--- config.mk ---
export PLATFORM = sky130hd
export DESIGN_NAME = oflow_registration_set_sequencer_flat
export DESIGN_NICKNAME = d
export VERILOG_FILES = /design/src/rtl/oflow_registration_set_sequencer_if.sv /design/src/rtl/oflow_registration_set_sequencer.sv /design/src/flat_wrapper.sv
export SDC_FILE = /design/constraint.sdc
export NUM_CORES = 1
export LEC_CHECK = 0
export ABC_CLOCK_PERIOD_IN_PS = 4200
export CAP_MARGIN = 20
export CORE_MARGIN = 10
export CORE_UTILIZATION = 35
export DETAILED_ROUTE_END_ITERATION = 16
export HOLD_SLACK_MARGIN = 0.1
export PLACE_DENSITY = 0.71
export SETUP_SLACK_MARGIN = 0.5
export SYNTH_ARGS = -nofsm -noshare
export SYNTH_HDL_FRONTEND = slang
export SYNTH_SLANG_ARGS = --single-unit
--- constraint.sdc ---
create_clock -name clk -period 4.2 [get_ports clk]
set_input_delay 1.26 -clock clk [delete_from_list [all_inputs] [get_ports clk]]
set_output_delay 1.26 -clock clk [all_outputs]
set_load 0.005 [all_outputs]
--- src/rtl/oflow_registration_set_sequencer_if.sv ---
// Signal bundle between the core registration FSM, the set sequencer and the score-calc engine array.
interface oflow_registration_set_sequencer_if #(
   parameter int NUM_CH  = 2,
   parameter int SET_W   = 5,
   parameter int FRAME_W = 10
);
   logic [FRAME_W-1:0]      frame_num;
   logic [SET_W-1:0]        num_of_sets;
   logic                    start_registration;
   logic                    not_start_registration;
   logic [NUM_CH-1:0]       start_score_calc;
   logic [NUM_CH*SET_W-1:0] ch_set_idx;
   logic [NUM_CH-1:0]       done_score_calc;
   logic [SET_W-1:0]        counter_of_sets;
   logic [SET_W-1:0]        sets_done;
   logic                    busy;
   logic                    done_registration;
   logic                    aborted;
   logic                    err_spurious_done;
   logic                    timeout_flag;

   // core + engine side
   modport master (
      output frame_num, num_of_sets, start_registration, not_start_registration, done_score_calc,
      input  start_score_calc, ch_set_idx, counter_of_sets, sets_done, busy,
             done_registration, aborted, err_spurious_done, timeout_flag
   );

   // sequencer side
   modport slave (
      input  frame_num, num_of_sets, start_registration, not_start_registration, done_score_calc,
      output start_score_calc, ch_set_idx, counter_of_sets, sets_done, busy,
             done_registration, aborted, err_spurious_done, timeout_flag
   );
endinterface

--- src/rtl/oflow_registration_set_sequencer.sv ---
// Dispatches the frame's sets across NUM_CH score-calc engines and tracks completion per channel.
// Optional per-channel watchdog enabled by defining OFLOW_REG_SEQ_TIMEOUT_EN.
module oflow_registration_set_sequencer #(
   parameter int NUM_CH      = 2,
   parameter int SET_W       = 5,
   parameter int FRAME_W     = 10,
   parameter int TIMEOUT_CYC = 1024
) (
   input  logic clk,
   input  logic reset_N,
   oflow_registration_set_sequencer_if.slave bus
);

   localparam logic [1:0] S_IDLE     = 2'd0;
   localparam logic [1:0] S_DISPATCH = 2'd1;
   localparam logic [1:0] S_DRAIN    = 2'd2;
   localparam logic [1:0] S_DONE     = 2'd3;

   if (NUM_CH < 1 || NUM_CH > 8 || SET_W < 1 || FRAME_W < 1 || TIMEOUT_CYC < 1) begin : g_param_err
      $error("oflow_registration_set_sequencer: parameter out of range");
   end

   logic [1:0]                    state_q, state_d;
   logic [SET_W-1:0]              num_q, cnt_q, done_cnt_q, inc;
   logic [NUM_CH-1:0]             ch_busy_q, free, grant, done_in, done_hit, to_hit, fin;
   logic [NUM_CH-1:0][SET_W-1:0]  ch_idx_q, idx_out;
   logic                          err_q, to_q, abort, start_ok, spurious;

   assign abort    = bus.not_start_registration && (state_q != S_IDLE);
   assign start_ok = (state_q == S_IDLE) && bus.start_registration && (bus.frame_num != '0);
   assign done_in  = bus.done_score_calc;
   assign done_hit = done_in & ch_busy_q;
   assign spurious = |(done_in & ~ch_busy_q);
   assign fin      = done_hit | to_hit;

   // Lowest free channel via two's-complement bit isolation; uses registered busy so a
   // channel freed this cycle is only eligible next cycle.
   assign free = ~ch_busy_q;
   always_comb begin
      grant = '0;
      if (state_q == S_DISPATCH && !abort && cnt_q < num_q)
         grant = free & (~free + NUM_CH'(1));
   end

   always_comb begin
      inc = '0;
      for (int i = 0; i < NUM_CH; i++)
         inc = inc + SET_W'(fin[i]);
   end

   always_comb begin
      idx_out = ch_idx_q;
      for (int i = 0; i < NUM_CH; i++)
         if (grant[i]) idx_out[i] = cnt_q;
   end

`ifdef OFLOW_REG_SEQ_TIMEOUT_EN
   localparam int             TW      = $clog2(TIMEOUT_CYC + 1);
   localparam logic [TW-1:0]  TO_LAST = TW'(TIMEOUT_CYC - 1);

   logic [NUM_CH-1:0][TW-1:0] age_q;

   // A done in the same cycle wins over the watchdog.
   always_comb begin
      to_hit = '0;
      for (int i = 0; i < NUM_CH; i++)
         to_hit[i] = ch_busy_q[i] && !done_in[i] && !abort && (age_q[i] == TO_LAST);
   end

   always_ff @(posedge clk or negedge reset_N) begin
      if (!reset_N) begin
         age_q <= '0;
      end else begin
         for (int i = 0; i < NUM_CH; i++)
            if (grant[i] || !ch_busy_q[i]) age_q[i] <= '0;
            else                           age_q[i] <= age_q[i] + TW'(1);
      end
   end
`else
   assign to_hit = '0;
`endif

   always_comb begin
      state_d = state_q;
      case (state_q)
         S_IDLE:     if (start_ok) state_d = (bus.num_of_sets == '0) ? S_DONE : S_DISPATCH;
         S_DISPATCH: if (cnt_q == num_q) state_d = S_DRAIN;
         S_DRAIN:    if (ch_busy_q == '0 && done_cnt_q == num_q) state_d = S_DONE;
         S_DONE:     state_d = S_IDLE;
         default:    state_d = S_IDLE;
      endcase
      if (abort) state_d = S_IDLE;
   end

   always_ff @(posedge clk or negedge reset_N) begin
      if (!reset_N) begin
         state_q    <= S_IDLE;
         num_q      <= '0;
         cnt_q      <= '0;
         done_cnt_q <= '0;
         ch_busy_q  <= '0;
         ch_idx_q   <= '0;
         err_q      <= 1'b0;
         to_q       <= 1'b0;
      end else begin
         state_q <= state_d;
         if (start_ok)      err_q <= 1'b0;
         else if (spurious) err_q <= 1'b1;
         if (start_ok)      to_q  <= 1'b0;
         else if (|to_hit)  to_q  <= 1'b1;

         if (abort) begin
            cnt_q      <= '0;
            done_cnt_q <= '0;
            ch_busy_q  <= '0;
         end else if (start_ok) begin
            num_q      <= bus.num_of_sets;
            cnt_q      <= '0;
            done_cnt_q <= '0;
         end else begin
            // grant only targets idle lanes and fin only busy ones, so they never collide
            ch_busy_q  <= (ch_busy_q & ~fin) | grant;
            done_cnt_q <= done_cnt_q + inc;
            if (|grant) cnt_q <= cnt_q + SET_W'(1);
            for (int i = 0; i < NUM_CH; i++)
               if (grant[i]) ch_idx_q[i] <= cnt_q;
         end
      end
   end

   assign bus.start_score_calc  = grant;
   assign bus.ch_set_idx        = idx_out;
   assign bus.counter_of_sets   = cnt_q;
   assign bus.sets_done         = done_cnt_q;
   assign bus.busy              = (state_q != S_IDLE);
   assign bus.done_registration = (state_q == S_DONE) && !bus.not_start_registration;
   assign bus.aborted           = abort;
   assign bus.err_spurious_done = err_q;
   assign bus.timeout_flag      = to_q;

endmodule
--- src/flat_wrapper.sv ---
// flat-port wrapper written by rule: the top's interface ports become plain ports
module oflow_registration_set_sequencer_flat 
#(
   parameter int NUM_CH      = 2,
   parameter int SET_W       = 5,
   parameter int FRAME_W     = 10,
   parameter int TIMEOUT_CYC = 1024
)
  (clk, reset_N, bus_frame_num, bus_num_of_sets, bus_start_registration, bus_not_start_registration, bus_done_score_calc, bus_start_score_calc, bus_ch_set_idx, bus_counter_of_sets, bus_sets_done, bus_busy, bus_done_registration, bus_aborted, bus_err_spurious_done, bus_timeout_flag);
  oflow_registration_set_sequencer_if #(.NUM_CH(NUM_CH), .SET_W(SET_W), .FRAME_W(FRAME_W)) bus_i ();
  input  logic clk;
  input  logic reset_N;
  input wire logic [$bits(bus_i.frame_num)-1:0] bus_frame_num;
  input wire logic [$bits(bus_i.num_of_sets)-1:0] bus_num_of_sets;
  input wire logic [$bits(bus_i.start_registration)-1:0] bus_start_registration;
  input wire logic [$bits(bus_i.not_start_registration)-1:0] bus_not_start_registration;
  input wire logic [$bits(bus_i.done_score_calc)-1:0] bus_done_score_calc;
  output wire logic [$bits(bus_i.start_score_calc)-1:0] bus_start_score_calc;
  output wire logic [$bits(bus_i.ch_set_idx)-1:0] bus_ch_set_idx;
  output wire logic [$bits(bus_i.counter_of_sets)-1:0] bus_counter_of_sets;
  output wire logic [$bits(bus_i.sets_done)-1:0] bus_sets_done;
  output wire logic [$bits(bus_i.busy)-1:0] bus_busy;
  output wire logic [$bits(bus_i.done_registration)-1:0] bus_done_registration;
  output wire logic [$bits(bus_i.aborted)-1:0] bus_aborted;
  output wire logic [$bits(bus_i.err_spurious_done)-1:0] bus_err_spurious_done;
  output wire logic [$bits(bus_i.timeout_flag)-1:0] bus_timeout_flag;
  assign bus_i.frame_num = bus_frame_num;
  assign bus_i.num_of_sets = bus_num_of_sets;
  assign bus_i.start_registration = bus_start_registration;
  assign bus_i.not_start_registration = bus_not_start_registration;
  assign bus_i.done_score_calc = bus_done_score_calc;
  assign bus_start_score_calc = bus_i.start_score_calc;
  assign bus_ch_set_idx = bus_i.ch_set_idx;
  assign bus_counter_of_sets = bus_i.counter_of_sets;
  assign bus_sets_done = bus_i.sets_done;
  assign bus_busy = bus_i.busy;
  assign bus_done_registration = bus_i.done_registration;
  assign bus_aborted = bus_i.aborted;
  assign bus_err_spurious_done = bus_i.err_spurious_done;
  assign bus_timeout_flag = bus_i.timeout_flag;
  oflow_registration_set_sequencer #(.NUM_CH(NUM_CH), .SET_W(SET_W), .FRAME_W(FRAME_W), .TIMEOUT_CYC(TIMEOUT_CYC)) u_core (.clk(clk), .reset_N(reset_N), .bus(bus_i));
endmodule
-- After elaboration in Yosys (flattened, before gate mapping)
Index checks and enable logic that the tools add are counted.
- register bits after elaboration: 30
- input bits: 21
- output and inout bits: 27
- logic and storage cells: 71
- $add $sub $neg: 4
- magnitude comparators: 1
- equal/unequal tests: 9
- mux-type cells: 18
- bitwise logic cells: 10
- reduce and logical (&&, ||, !) cells: 21
- operators by type and width (kind ; count):
    2-to-1 mux 5 bit ; 7
    2-to-1 mux 2 bit ; 8
    equality test 5 bit ; 2
    nonzero test 10 bit ; 1
    AND 2 bit ; 4
    case mux 2 bit (4 select lines) ; 1
    logical AND 1 bit ; 7
    inequality test 3 x 1 -> 1 bit (second input constant) ; 2
    inverter 2 bit ; 3
    adder 5 x 1 -> 5 bit (second input constant) ; 1
    adder 5 bit ; 1
    logical NOT 5 bit ; 1
    < comparator 5 bit ; 1
    equality test 2 bit (second input constant) ; 2
    logical NOT 2 bit ; 2
    AND reduction 2 bit ; 2
    nonzero test 2 bit ; 2
    OR reduction 2 bit ; 2
    inequality test 3 x 2 -> 1 bit (second input constant) ; 1
    AND reduction 3 bit ; 1
    nonzero test 3 bit ; 1
    adder 1 x 1 -> 2 bit ; 1
    adder 2 x 1 -> 2 bit (second input constant) ; 1
    equality test 2 x 1 -> 1 bit (second input constant) ; 1
    5 further kinds ; 8

-- Longest topological paths before layout
Gate-level depths: netlist (run 1).
- depth in word-level cells: 10
- gate-level depth with buffers: 8
- mapped depth without buffers: 7

-- Worst setup path before layout (run 1)
Ideal clock, no wire load.
- path kind: input to output
- from: input bus_not_start_registration
- to: output bus_ch_set_idx[0]
- data arrival time: 2370 ps
- path slack: 570 ps
- cell stages on the path: 4
- buffers on the path: 0
- cells stage by stage: or2b_1 -> nand3_2 -> nor3_2 -> mux2_2
- cells in the longest elaborated chain, start to end: 6
- ends and longest elaborated chain (element ; line ; text):
    start: declaration ; flat_wrapper.sv:16 ; input wire logic [$bits(bus_i.not_start_registration)-1:0] bus_not_start_registration;
    logical AND 1 bit ; oflow_registration_set_sequencer.sv:29 ; assign abort = bus.not_start_registration && (state_q != S_IDLE);
    logical NOT 1 bit ; oflow_registration_set_sequencer.sv:41 ; if (state_q == S_DISPATCH && !abort && cnt_q < num_q)
    logical AND 1 bit (2 in a row) ; oflow_registration_set_sequencer.sv:41 ;
    2-to-1 mux 2 bit ; oflow_registration_set_sequencer.sv:41 ;
    named net bus_start_score_calc[0] ; flat_wrapper.sv:18 ; output wire logic [$bits(bus_i.start_score_calc)-1:0] bus_start_score_calc;
    2-to-1 mux 5 bit ; oflow_registration_set_sequencer.sv:54 ; if (grant[i]) idx_out[i] = cnt_q;
    end: declaration ; flat_wrapper.sv:19 ; output wire logic [$bits(bus_i.ch_set_idx)-1:0] bus_ch_set_idx;
The timed path passes the listed nets, and every way through them passes these cells.

-- Final worst setup path (run 1)
- from: input bus_not_start_registration
- to: output bus_ch_set_idx[4]
- cells in the longest elaborated chain, start to end: 6
- ends and longest elaborated chain (element ; line):
    logical AND 1 bit ; oflow_registration_set_sequencer.sv:29
    logical NOT 1 bit ; oflow_registration_set_sequencer.sv:41
    logical AND 1 bit (2 in a row) ; oflow_registration_set_sequencer.sv:41
    2-to-1 mux 2 bit ; oflow_registration_set_sequencer.sv:41
    2-to-1 mux 5 bit ; oflow_registration_set_sequencer.sv:54
Every way passes these cells.

==> run_results.csv, run 1 <==
group,metric,value,unit
grt,grt_max_degree,31,
final_layout,fin_area,2730,um^2
route,route.detailed.drc,0,
synth,syn_inst,170,
route,dr.first_iter.drc_count,91,
grt,grt_pass1_wl,7840,um
critical_path,rrSetupSlack,1.76,ns
critical_path,r2r_end,"u_core.ch_idx_q[5]",
critical_path,critPathArrivalTime,2.58,ns
critical_path,cpPeakStageDelay,0.30,ns
sta,worst_slew_pin_slew,0.622,ns
critical_path,cp_slowest_cell,"mux2_4",
final_layout,nets,277,
grt,track_usage,11.3,%
critical_path,endpoint_kind,"primary output",
sta,fin_crit_sh,91.5,%
sta,slew_headroom,58.0,%
die,start_util,36.1,%
synth,synth-xor-area-share,5.70,%
clock_network,clk_latency,0.29,ns
clock_network,cts_tree,"built",
synth,synth.area.mux_share,14.4,%
sta,rsz0062_at_grt,"true",
critical_path,cp-start-kind,"input port",
clock_network,numCtsBuffers,5,
pwr,vdd_drop_max,0.290,mV
die,fp.dieW,92.6,um
sta,fin_worst_skew,0.00673,ns
run,cap_viol_max_count,0,
sta,setup_violations,0,
final_layout,drive_above_1_share,28.9,%
hold_path,hold_class,"register to register",
critical_path,required,2.94,ns
placement,placed_area,2430,um^2
critical_path,r2r_start,"u_core.bus.counter_of_sets[1]",
sta,finalHoldViolations,0,
pwr,power,1550,uW
clock_network,clock-root-buffer,"clkbuf_8",
final_layout,syn_to_final_growth,48.0,%
synth,synth_cell_types,39,
critical_path,cp_common_cell,"buf_6",
placement,port_buffers,46,
synth,synth_compound_area_share,7.39,%
synth,synth_area,1840,um^2
synth,synthFlopType,"dfrtp_1",
synth,synth_top_family_by_area,"simple AND/OR/NAND/NOR gates",
hold_path,hp-start,"u_core.ch_idx_q[2]",
final_layout,mostFrequentLayoutCells,"clkdlybuf4s50_1, dfrtp_1, buf_6, nor2_1",
route,drt_wl_total,4910,um
route,dr.pass1.iters,4,
die,rows,26,
critical_path,cp_num_buf_inv,5,
route,antenna_left,0,
grt,antenna_found_initial,0,
clock_network,cts_hold_buf,0,
synth,yosys.area_share.adder,10.6,%
final_layout,final_common_cell,"clkdlybuf4s50_1",
placement,dp_hpwl,3450,um
run_status,outcome,"finished clean",
pwr,powerDensity,568,nW/um^2
die,fp.dieH,92.6,um
die,core_area,5110,um^2
hold_path,whs_endpoint,"u_core.ch_idx_q[2]",
sta,hold_slack,0.510,ns
final_layout,antenna_cells,0,
synth,synth_edf_count,0,
pwr,p_leak,0.00125,uW
synth,syn_area_per_cell,10.8,um^2
synth,ys_ff_latch,30,
synth,async_reset_ff_share,100,%
synth,yosysSeqAreaShare,40.7,%
route,viasPerCell,4.80,
route,wl_per_cell,15.7,um
clock_network,htreeDepth,2,
critical_path,path_class,"input port to primary output",
placement,dp_cells,291,
sta,max_freq,0.260,GHz
die,dieArea,8570,um^2
grt,overflow,0,
critical_path,rr_worst_depth,8,
synth,synthSimpleGateAreaFrac,17.0,%
clock_network,cts.sinks,30,
route,num_vias,1499,
critical_path,crit_family,"buffers and inverters",
sta,fin_tns_setup,0,ns
sta,slew_viol_final,0,
sta,fin_crit,3.84,ns
hold_path,min_path_cells,1,
synth,synth_warnings,0,
final_layout,final_cell_count_no_fill,312,
synth,syn-num-nets,206,
clock_network,clockBufferDepth,2,
die,ios,48,
critical_path,critical_path.max_fanout,5,
grt,grt_pass1_vias,1588,
placement,place_congestion,0.802,
critical_path,cp_cell_sequence,"buf_6 > or2b_1 > nand3_2 > buf_6 > nor3_4 > buf_6 > buf_6 > mux2_4 > buf_6",
clock_network,path_clk_slew,0.06,ns
## final cells by class
class,count,area [um^2]
sequential,30,751
tap,70,87.6
multi-input combinational,123,1060
fill,440,2380
inverter,13,48.8
clock buffer,8,110
timing repair buffer,68,674
## layer usage
metal	global-route usage [%]	part of all wire, %	vias up
met2	19.2	50	33
li1	-	-	725
met4	5.01	1.7	0
met3	2.99	3.9	5
met5	0	0	-
met1	13.2	44	736
## report_power, final
group | switching, uW | leakage [uW] | internal [uW]
logic | 372 | 0.000797 | 459
registers | 82.8 | 0.000399 | 362
clock network | 110 | 0.0000575 | 165
## cells by family (layout without fill, tap and decap cells)
kind of cell,Yosys count,count (layout)
AND/OR/NAND/NOR,53,53
flip-flops,30,30
multiplexers,22,22
AO/OA/AOI/OAI,20,20
buffers and inverters,17,89
adder cells (fa/ha/maj),15,15
XOR/XNOR,12,12
other,1,1
## cells in the mapped netlist (2+ instances only)
library cell / number / area, um^2
nor4_4: 2 / 42.5
nand2b_1: 3 / 18.8
mux2_4: 5 / 75.1
nand2_1: 6 / 22.5
xor2_1: 2 / 17.5
nor3_1: 2 / 10.0
dfrtp_1: 30 / 751
nand3_1: 5 / 25.0
clkbuf_1: 2 / 7.51
nand4_1: 2 / 12.5
nor2_1: 18 / 67.6
xnor2_1: 10 / 87.6
mux2_2: 16 / 180
inv_1: 13 / 48.8
nor2b_1: 2 / 12.5
and2_1: 2 / 12.5
o21ai_0: 8 / 40.0
nor4_1: 4 / 25.0
ha_1: 14 / 175
a21oi_1: 5 / 25.0
## state kept, by name (all words and copies together) (netlist names)
signal                        flops
u_core.state_q                    2
u_core.num_q                      5
u_core.ch_idx_q                  10
u_core.bus.sets_done              5
u_core.ch_busy_q                  2
u_core.bus.counter_of_sets        5
u_core.bus.err_spurious_done      1
## metrics by stage
step / worst slack, ns / utilization (%)
2_1_floorplan: 0.570 / -
3_3_place_gp: -0.220 / 47.6
3_5_place_dp: -0.272 / 47.6
4_1_cts: 0.303 / 53.0
5_1_grt: 0.315 / 53.5
6_report: 0.359 / 53.5
## repair_timing
action | in CTS | in global routing
pin swaps | 3 | 3
cloned | 0 | 0
resized for setup | 78 | 0
setup endpoints to repair | 13 | 12
setup buffers | 10 | 3
## how the worst max path moves through the flow
stage | to | startpoint | slack, ns | depth (start not counted)
detailed placement | bus_ch_set_idx[5] | bus_not_start_registration | -0.27 | 7
global route | bus_ch_set_idx[4] | bus_not_start_registration | 0.32 | 9
global placement | bus_ch_set_idx[7] | bus_not_start_registration | -0.22 | 7
finish | bus_ch_set_idx[4] | bus_not_start_registration | 0.36 | 9
CTS | bus_ch_set_idx[4] | bus_not_start_registration | 0.30 | 9
floorplan | bus_ch_set_idx[0] | bus_not_start_registration | 0.57 | 4
(Power assumes the default switching activity.)
==> run 2, diff against run 1 <==
Settings changed: CTS_CLUSTER_SIZE from default to 40.
==> results of run 2 <==
No change in the layout: final DEF, timing and power equal those of run 1.
